==> config.mk <==
export PLATFORM = sky130hd
export DESIGN_NAME = fetch_unit_flat
export DESIGN_NICKNAME = d
export VERILOG_FILES = /design/src/rtl/fetch_unit_if.sv /design/src/rtl/fetch_unit.sv /design/src/flat_wrapper.sv
export SDC_FILE = /design/constraint.sdc
export NUM_CORES = 1
export LEC_CHECK = 0
export BUFFER_PORTS_ARGS = -buffer_cell sky130_fd_sc_hd__buf_2
export CELL_PAD_IN_SITES_DETAIL_PLACEMENT = 1
export CELL_PAD_IN_SITES_GLOBAL_PLACEMENT = 1
export CORE_MARGIN = 4
export CORE_UTILIZATION = 44
export DETAILED_ROUTE_END_ITERATION = 10
export GPL_TIMING_DRIVEN = 0
export PLACE_DENSITY = 0.81
export SLEW_MARGIN = 20
export SYNTH_ARGS = -nofsm -noshare
export SYNTH_HDL_FRONTEND = slang
export SYNTH_SLANG_ARGS = --single-unit
==> constraint.sdc <==
create_clock -name clk -period 3.7 [get_ports clk]
set_input_delay 0.37 -clock clk [delete_from_list [all_inputs] [get_ports clk]]
set_output_delay 0.37 -clock clk [all_outputs]
set_load 0.005 [all_outputs]
==> src/rtl/fetch_unit_if.sv <==
// Instruction-memory request/response bus between the fetch stage and imem.
// The master issues req/addr and holds them until the slave pulses rdy with data.
interface fetch_unit_if;
   logic        imem_req;
   logic [15:0] imem_addr;
   logic        imem_rdy;
   logic [15:0] imem_data;

   modport master (
      output imem_req,
      output imem_addr,
      input  imem_rdy,
      input  imem_data
   );

   modport slave (
      input  imem_req,
      input  imem_addr,
      output imem_rdy,
      output imem_data
   );
endinterface

==> src/rtl/fetch_unit.sv <==
// WISC instruction-fetch stage: fetch PC, imem handshake, two-word output path
// (output register plus skid), branch redirect with wrong-path drain, and HLT stop.
module fetch_unit #(
   parameter logic [15:0] RESET_PC    = 16'h0000,
   parameter logic [3:0]  HALT_OPCODE = 4'hF
) (
   input  logic                clk,
   input  logic                rst_n,
   input  logic                stall,
   input  logic                redirect_en,
   input  logic [15:0]         redirect_pc,
   fetch_unit_if.master        imem,
   output logic                if_valid,
   output logic [15:0]         if_instr,
   output logic [15:0]         if_pc,
   output logic                halted
);

   typedef enum logic [1:0] {StIdle, StWait, StDrain, StHalt} state_e;

   state_e      state_q, state_d;
   logic [15:0] pc_q, pc_d;
   logic [15:0] req_addr_q, req_addr_d;
   logic        out_valid_q, out_valid_d;
   logic [15:0] out_instr_q, out_instr_d;
   logic [15:0] out_pc_q, out_pc_d;
   logic        skid_valid_q, skid_valid_d;
   logic [15:0] skid_instr_q, skid_instr_d;
   logic [15:0] skid_pc_q, skid_pc_d;

   logic        req;
   logic [15:0] fetch_addr;
   logic        capture;
   logic        consume;
   logic        halt_word;
   logic [15:0] redirect_target;

   assign redirect_target = redirect_pc & 16'hFFFE;
   assign halt_word       = (imem.imem_data[15:12] == HALT_OPCODE);
   assign consume         = out_valid_q && !stall;
   // Only responses to live requests are kept; drained and flushed ones are dropped.
   assign capture         = req && imem.imem_rdy && !redirect_en &&
                            (state_q == StIdle || state_q == StWait);

   always_ff @(posedge clk) begin
      if (!rst_n) begin
         state_q <= StIdle;
      end else begin
         state_q <= state_d;
      end
   end

   always_comb begin
      state_d = state_q;
      if (redirect_en) begin
         state_d = ((state_q == StWait || state_q == StDrain) && !imem.imem_rdy) ? StDrain
                                                                                 : StIdle;
      end else begin
         unique case (state_q)
            StIdle: begin
               if (req && !imem.imem_rdy) state_d = StWait;
               else if (capture && halt_word) state_d = StHalt;
            end
            StWait: begin
               if (imem.imem_rdy) state_d = halt_word ? StHalt : StIdle;
            end
            StDrain: begin
               if (imem.imem_rdy) state_d = StIdle;
            end
            StHalt: state_d = StHalt;
            default: state_d = StIdle;
         endcase
      end
   end

   always_comb begin
      req        = 1'b0;
      fetch_addr = pc_q;
      halted     = 1'b0;
      unique case (state_q)
         StIdle:  req = !skid_valid_q && !redirect_en;
         StWait, StDrain: begin
            req        = 1'b1;
            fetch_addr = req_addr_q;
         end
         StHalt:  halted = 1'b1;
         default: req = 1'b0;
      endcase
      if (!rst_n) req = 1'b0;
   end

   assign imem.imem_req  = req;
   assign imem.imem_addr = fetch_addr;

   always_comb begin
      pc_d         = pc_q;
      req_addr_d   = req_addr_q;
      out_valid_d  = out_valid_q;
      out_instr_d  = out_instr_q;
      out_pc_d     = out_pc_q;
      skid_valid_d = skid_valid_q;
      skid_instr_d = skid_instr_q;
      skid_pc_d    = skid_pc_q;
      if (redirect_en) begin
         out_valid_d  = 1'b0;
         skid_valid_d = 1'b0;
         pc_d         = redirect_target;
      end else begin
         if (consume) begin
            if (skid_valid_q) begin
               out_instr_d  = skid_instr_q;
               out_pc_d     = skid_pc_q;
               skid_valid_d = 1'b0;
            end else begin
               out_valid_d = 1'b0;
            end
         end
         // A new word lands in whichever slot is free after this edge's consume.
         if (capture) begin
            if (!out_valid_d) begin
               out_valid_d = 1'b1;
               out_instr_d = imem.imem_data;
               out_pc_d    = fetch_addr;
            end else begin
               skid_valid_d = 1'b1;
               skid_instr_d = imem.imem_data;
               skid_pc_d    = fetch_addr;
            end
            pc_d = pc_q + 16'd2;
         end
         if (state_q == StIdle && req && !imem.imem_rdy) req_addr_d = pc_q;
      end
   end

   always_ff @(posedge clk) begin
      if (!rst_n) begin
         pc_q         <= RESET_PC;
         req_addr_q   <= RESET_PC;
         out_valid_q  <= 1'b0;
         out_instr_q  <= 16'h0000;
         out_pc_q     <= 16'h0000;
         skid_valid_q <= 1'b0;
         skid_instr_q <= 16'h0000;
         skid_pc_q    <= 16'h0000;
      end else begin
         pc_q         <= pc_d;
         req_addr_q   <= req_addr_d;
         out_valid_q  <= out_valid_d;
         out_instr_q  <= out_instr_d;
         out_pc_q     <= out_pc_d;
         skid_valid_q <= skid_valid_d;
         skid_instr_q <= skid_instr_d;
         skid_pc_q    <= skid_pc_d;
      end
   end

   assign if_valid = out_valid_q;
   assign if_instr = out_instr_q;
   assign if_pc    = out_pc_q;

endmodule

==> src/flat_wrapper.sv <==
// flat-port wrapper written by rule: the top's interface ports become plain ports
module fetch_unit_flat 
#(
   parameter logic [15:0] RESET_PC    = 16'h0000,
   parameter logic [3:0]  HALT_OPCODE = 4'hF
)
  (clk, rst_n, stall, redirect_en, redirect_pc, if_valid, if_instr, if_pc, halted, imem_imem_req, imem_imem_addr, imem_imem_rdy, imem_imem_data);
  fetch_unit_if imem_i ();
  input  logic clk;
  input  logic rst_n;
  input  logic stall;
  input  logic redirect_en;
  input  logic [15:0] redirect_pc;
  output logic if_valid;
  output logic [15:0] if_instr;
  output logic [15:0] if_pc;
  output logic halted;
  output wire logic [$bits(imem_i.imem_req)-1:0] imem_imem_req;
  output wire logic [$bits(imem_i.imem_addr)-1:0] imem_imem_addr;
  input wire logic [$bits(imem_i.imem_rdy)-1:0] imem_imem_rdy;
  input wire logic [$bits(imem_i.imem_data)-1:0] imem_imem_data;
  assign imem_imem_req = imem_i.imem_req;
  assign imem_imem_addr = imem_i.imem_addr;
  assign imem_i.imem_rdy = imem_imem_rdy;
  assign imem_i.imem_data = imem_imem_data;
  fetch_unit #(.RESET_PC(RESET_PC), .HALT_OPCODE(HALT_OPCODE)) u_core (.clk(clk), .rst_n(rst_n), .stall(stall), .redirect_en(redirect_en), .redirect_pc(redirect_pc), .imem(imem_i), .if_valid(if_valid), .if_instr(if_instr), .if_pc(if_pc), .halted(halted));
endmodule
==> run_results.csv, run 1 <==
group,metric,value,unit
run_status,status,"finished clean",
sta,layout_min_cycle_time,2.72,ns
grt,track_usage,23.5,%
grt,grt.busiest_layer,"met2",
logic_synthesis,synthesis.nets,525,
critical_path,cp_slowest_cell,"o21ai_0",
cts,cts_hold_buf,0,
sta,slew_headroom,56.8,%
placed_design,place_congestion,0.901,
placed_design,numPlacedInstances,696,
pwr,ir_drop,0.165,mV
sta,setup_viol_count_final,0,
placed_design,place_area,4870,um^2
critical_path,crit_chain,"inv_1, ha_1, clkbuf_1, o21ai_0, buf_2",
logic_synthesis,synth_edf_count,0,
final_layout,drive_above_1_share,24.2,%
die,core_region_area,9370,um^2
critical_path,rr_worst_depth,10,
logic_synthesis,ys_types,54,
die,rows,35,
grt,met2_usage,40.6,%
sta,slew_viol_final,0,
final_layout,syn2layout_area_growth,17.6,%
drt,routed_via_density,5.64,
cts,clk_latency,0.37,ns
critical_path,cp.required,3.33,ns
logic_synthesis,synthFlopType,"dfxtp_1",
min_path,worstHoldPathCells,2,
critical_path,rrSetupSlack,1.41,ns
sta,tightest_slew,0.648,ns
drt,drt_iter0_drc,199,
final_layout,layout.nets,620,
placed_design,detailed_place_hpwl,9.73,mm
cts,cts_tree,"yes",
grt,first_global_vias,4138,
critical_path,critPathMaxStageDelay,0.59,ns
min_path,min-delay-path-class,"input pin to register",
final_layout,regArea,1940,um^2
placed_design,numPortBuffers,84,
cts,cts_max_level,3,
cts,max-clock-path-buffers,2,
cts,cts-root-buf,"clkbuf_8",
critical_path,cp_data_arrival_time,2.35,ns
drt,vias,4010,
logic_synthesis,synthCells,483,
cts,clock_sinks,97,
min_path,min-delay-start,"imem_imem_data[7]",
final_layout,fill_cells,1174,
final_layout,stdcell_count,711,
die,die_w,107,um
critical_path,worstReg2RegStart,"u_core.state_q[1]",
critical_path,path_class,"register to output pin",
min_path,min_to,"u_core.if_instr[7]",
die,start_util,45.8,%
grt,grt_max_degree,18,
sta,final.setup.tns,0,ns
drt,wl,13.0,mm
drt,ant_nets,0,
die,die_h,107,um
grt,grt.overflow.total,0,
die,io_pins,88,
drt,drc,0,
cts,cts_resized,0,
cts,cts.clk_slew.worst_paths,0.10,ns
final_layout,final_area,5050,um^2
logic_synthesis,yosysSeqAreaShare,45.3,%
logic_synthesis,synth.cell_area,4290,um^2
final_layout,final_core_util,53.9,%
logic_synthesis,ys_seq_elements,97,
sta,rsz0062_at_grt,"no",
grt,antenna_found_initial,0,
critical_path,r2r_end,"u_core.skid_instr_q[10]",
logic_synthesis,postSynthAreaPerCell,8.88,um^2
logic_synthesis,yosys_warnings,0,
critical_path,setup.worst_path.end_class,"output pin",
sta,finClkSkew,0.0134,ns
die,die_area,11400,um^2
drt,dr.pass1.iters,4,
cts,cts_buffers,9,
final_layout,diodes,0,
job,cap_viol_max_count,0,
critical_path,cp_max_fo,10,
critical_path,cp-start-kind,"register",
pwr,powerDensity,405,nW/um^2
sta,max_freq,368,MHz
logic_synthesis,async_flop_share,0,%
pwr,leakagePower,2.29,nW
grt,grt_pass1_wl,21.2,mm
drt,wl_per_cell,18.3,um
grt,gr-usage-met1,29.5,%
sta,post-route-period-util,73.4,%
cts,post-cts-setup-buffer-count,0,
sta,hold_violations,0,
final_layout,multi_input_area,2140,um^2
grt,grt_util_met3,3.49,%
## per-layer routing
metal | wire length [um] | vias up
met3 | 672 | 23
li1 | - | 1920
met2 | 6420 | 117
met4 | 313 | 0
met1 | 5610 | 1950
met5 | 0 | -
## critical path: cells and delay by family, from the launching register on
family,cells,cell delay (ns)
AO/OA/AOI/OAI,1,0.59
adder cells (fa/ha/maj),1,0.35
buffers and inverters,3,0.61
flip-flops,1,0.42
## how the worst max path moves through the flow
| stage | start | to | slack [ns] | cells past startpoint |
|---|---|---|---|---|
| finish | u_core.state_q[1] | imem_imem_addr[5] | 0.98 | 5 |
| global route | u_core.state_q[0] | imem_imem_addr[5] | 0.89 | 5 |
| CTS | u_core.state_q[0] | imem_imem_addr[5] | 1.03 | 5 |
| detailed placement | u_core.state_q[0] | u_core.skid_instr_q[8] | 1.42 | 10 |
| global placement | u_core.state_q[0] | imem_imem_addr[15] | 1.50 | 5 |
| floorplan | u_core.state_q[0] | u_core.pc_q[10] | 1.76 | 9 |
## sequential cells by signal, summed over array words and instances (netlist names)
register             flops
u_core.if_instr         16
u_core.if_pc            16
u_core.if_valid          1
u_core.pc_q             15
u_core.req_addr_q       15
u_core.skid_instr_q     16
u_core.skid_pc_q        15
u_core.skid_valid_q      1
u_core.state_q           2
## logic make-up after synthesis
kind of cell / after synthesis / share of synthesized area (%)
other: 1 / 0.0874
multiplexers: 32 / 7.87
AO/OA/AOI/OAI: 98 / 17.0
adder cells (fa/ha/maj): 5 / 1.46
AND/OR/NAND/NOR: 203 / 23.4
flip-flops: 97 / 45.3
buffers and inverters: 47 / 4.93
## metrics by stage
stage,hold slack (ns),power [W],worst slack [ns]
floorplan,0.431,0.00130,1.76
global placement,0.421,0.00141,1.50
detailed placement,0.436,0.00142,1.42
CTS,0.221,0.00206,1.03
global route,0.222,0.00214,0.886
finish,0.230,0.00205,0.983
## where the power goes
part           switching [W]  internal [W]  total [W]
clock               0.000395      0.000249   0.000644
combinational       0.000180      0.000121   0.000301
sequential         0.0000275       0.00107    0.00110
## layout make-up
class	instances	area share [%]
plain buffers	37	3.45
clock buffers	9	2.45
clock inverters	6	1.02
inverters	10	0.744
multi-input cells	339	42.3
flip-flops and latches	97	38.5
well taps	129	3.20
repair buffers	84	8.33
## synthesized netlist by cell type (2+ instances only)
cell | n | share of area [%]
nand3b_1 | 2 | 0.35
inv_1 | 8 | 0.70
nor2b_1 | 3 | 0.44
nand4_1 | 3 | 0.44
ha_1 | 5 | 1.5
a311o_1 | 2 | 0.47
nor3_1 | 19 | 2.2
a22oi_1 | 3 | 0.52
o21ai_2 | 2 | 0.41
o21ai_0 | 7 | 0.82
and3_1 | 34 | 5.0
buf_2 | 10 | 1.2
nor4_1 | 3 | 0.44
buf_4 | 4 | 0.70
dfxtp_1 | 97 | 45
o31ai_1 | 3 | 0.52
a21oi_1 | 30 | 3.5
mux2i_1 | 18 | 4.2
inv_2 | 2 | 0.18
a31oi_1 | 7 | 1.0
nor2_1 | 64 | 5.6
a221o_1 | 30 | 7.0
clkbuf_1 | 22 | 1.9
a221oi_1 | 2 | 0.41
nand3_1 | 9 | 1.0
nand2_1 | 53 | 4.6
mux2_2 | 14 | 3.7
## cells in the final DEF, fill, tap and decap left out, types with 4 or more instances in the layout
master / Yosys / routed
a221o_1: 30 / 30
clkbuf_8: 0 / 9
buf_2: 10 / 94
nand3_1: 9 / 9
mux2i_1: 18 / 18
dfxtp_1: 97 / 97
nor3_1: 19 / 19
a21oi_1: 30 / 30
clkbuf_1: 22 / 22
o21ai_0: 7 / 7
ha_1: 5 / 5
buf_4: 4 / 4
nor2_1: 64 / 64
a31oi_1: 7 / 7
mux2_2: 14 / 14
nand2_1: 53 / 53
inv_1: 8 / 8
and3_1: 34 / 34
Power figures use the tool's default switching activity.
==> run 2: changes to the inputs <==
- CORE_UTILIZATION: 44 -> 41
- PLACE_DENSITY: 0.81 -> 0.76
- clock period: 3.7 -> 2.5 ns (I/O delays scaled with it)
==> run_results.csv, run 2 (synthesized netlist as in run 1, its figures left out) <==
group,metric,value,unit
cts,cts.clk_slew.worst_paths,0.10,ns
critical_path,path_class,"register to output pin",
die,io_pins,88,
grt,track_usage,22.9,%
drt,wl_per_cell,18.4,um
pwr,leakagePower,2.33,nW
drt,vias,4035,
final_layout,final_core_util,49.7,%
drt,wl,13.2,mm
sta,setup_viol_count_final,0,
cts,cts_max_level,3,
pwr,power.share.clock,36.2,%
pwr,seq_power_share,50.0,%
grt,grt.busiest_layer,"met2",
final_layout,layout.nets,620,
critical_path,cp_data_arrival_time,2.13,ns
sta,rsz0062_at_grt,"no",
placed_design,place_congestion,0.804,
sta,slew_viol_final,0,
sta,hold_violations,0,
die,start_util,41.7,%
grt,grt_pass1_wl,21.5,mm
critical_path,cp.required,2.25,ns
die,die_h,110,um
cts,cts-root-buf,"clkbuf_8",
final_layout,layout_common_cells,"dfxtp_1, buf_2, nor2_1",
cts,clock_sinks,97,
critical_path,rr_worst_depth,10,
cts,cts_buffers,9,
critical_path,setup.worst_path.end_class,"output pin",
critical_path,cp-start-kind,"register",
sta,slew_headroom,54.0,%
grt,grt_util_met3,3.44,%
pwr,ir_drop,0.333,mV
run_status,status,"finished clean",
pwr,switching_share,27.4,%
cts,post-cts-setup-buffer-count,0,
cts,cts_tree,"yes",
grt,met2_usage,39.5,%
die,core_region_area,10300,um^2
cts,max-clock-path-buffers,2,
min_path,min-delay-path-class,"input pin to register",
grt,gr-usage-met1,29.3,%
pwr,powerDensity,637,nW/um^2
sta,layout_min_cycle_time,2.38,ns
sta,post-route-period-util,95.1,%
die,rows,37,
sta,final.setup.tns,0,ns
drt,drt_iter0_drc,227,
grt,first_global_vias,4229,
placed_design,numPortBuffers,84,
pwr,pwr-share-comb,13.9,%
cts,clk_latency,0.37,ns
job,cap_viol_max_count,0,
grt,grt_max_degree,17,
drt,ant_nets,0,
min_path,worstHoldPathCells,3,
critical_path,cp_max_fo,10,
die,die_w,110,um
pwr,power.switching,0.000890,W
sta,fin_ws,0.122,ns
drt,dr.pass1.iters,4,
cts,cts_resized,2,
drt,routed_via_density,5.62,
final_layout,diodes,0,
sta,max_freq,421,MHz
placed_design,detailed_place_hpwl,9.80,mm
grt,antenna_found_initial,0,
drt,drc,0,
pwr,internal-power,0.00236,W
die,die_area,12200,um^2
final_layout,fill_cells,1288,
final_layout,syn2layout_area_growth,19.1,%
final_layout,drive_above_1_share,24.4,%
cts,cts_hold_buf,0,
sta,finClkSkew,0.0160,ns
sta,tightest_slew,0.690,ns
final_layout,layout_commonest_cell,"dfxtp_1",
grt,grt.overflow.total,0,
placed_design,place_ws,0.239,ns
## run 2: critical path: stages, from the launching register on
cell and delay, ns:
dfxtp_1 0.40, inv_1 0.09, ha_1 0.37, buf_2 0.33, mux2_2 0.42, buf_2 0.14
## run 2: path summary, 6_finish.rpt
kind | startpoint | end | slack (ns)
setup / recovery | u_core.state_q[0] | imem_imem_addr[7] | 0.12
hold / removal | imem_imem_data[6] | u_core.skid_instr_q[6] | 0.12
setup reg to reg | u_core.state_q[0] | u_core.skid_instr_q[2] | 0.23
hold reg to reg | u_core.if_pc[0] | u_core.if_pc[0] | 0.44
## run 2: cell type report
type | count | area (um^2) | share of cell area (%)
multi-input combinational | 339 | 2140 | 41.8
sequential | 97 | 1940 | 38.0
timing repair buffer | 84 | 420 | 8.23
buffer | 37 | 175 | 3.43
tap | 136 | 170 | 3.33
clock buffer | 10 | 138 | 2.69
clock inverter | 5 | 88.8 | 1.74
inverter | 10 | 37.5 | 0.735
## run 2: layer usage
layer,share of wire [%],up-vias,routed length [um]
li1,-,1925,-
met1,44,1984,5850
met2,49,105,6500
met3,4.7,21,628
met4,1.8,0,242
met5,0,-,0
## run 2: through the flow
| stage | instance area [um^2] | power, W | hold WS (ns) | instances |
|---|---|---|---|---|
| CTS | 5110 | 0.00328 | 0.107 | 718 |
| floorplan | 4290 | 0.00192 | 0.386 | 483 |
| detailed placement | 4880 | 0.00211 | 0.429 | 703 |
| finish | 5110 | 0.00326 | 0.120 | 718 |
| global placement | 4880 | 0.00210 | 0.423 | 703 |
| global route | 5110 | 0.00338 | 0.109 | 718 |
## run 2: power groups by stage
stage / clock network [W] / registers [W] / logic, W
6_report: 0.00118 / 0.00163 / 0.000451
3_5_place_dp: 0 / 0.00166 / 0.000450
2_1_floorplan: 0 / 0.00165 / 0.000272
5_1_grt: 0.00125 / 0.00163 / 0.000498
4_1_cts: 0.00120 / 0.00163 / 0.000454
3_3_place_gp: 0 / 0.00166 / 0.000436
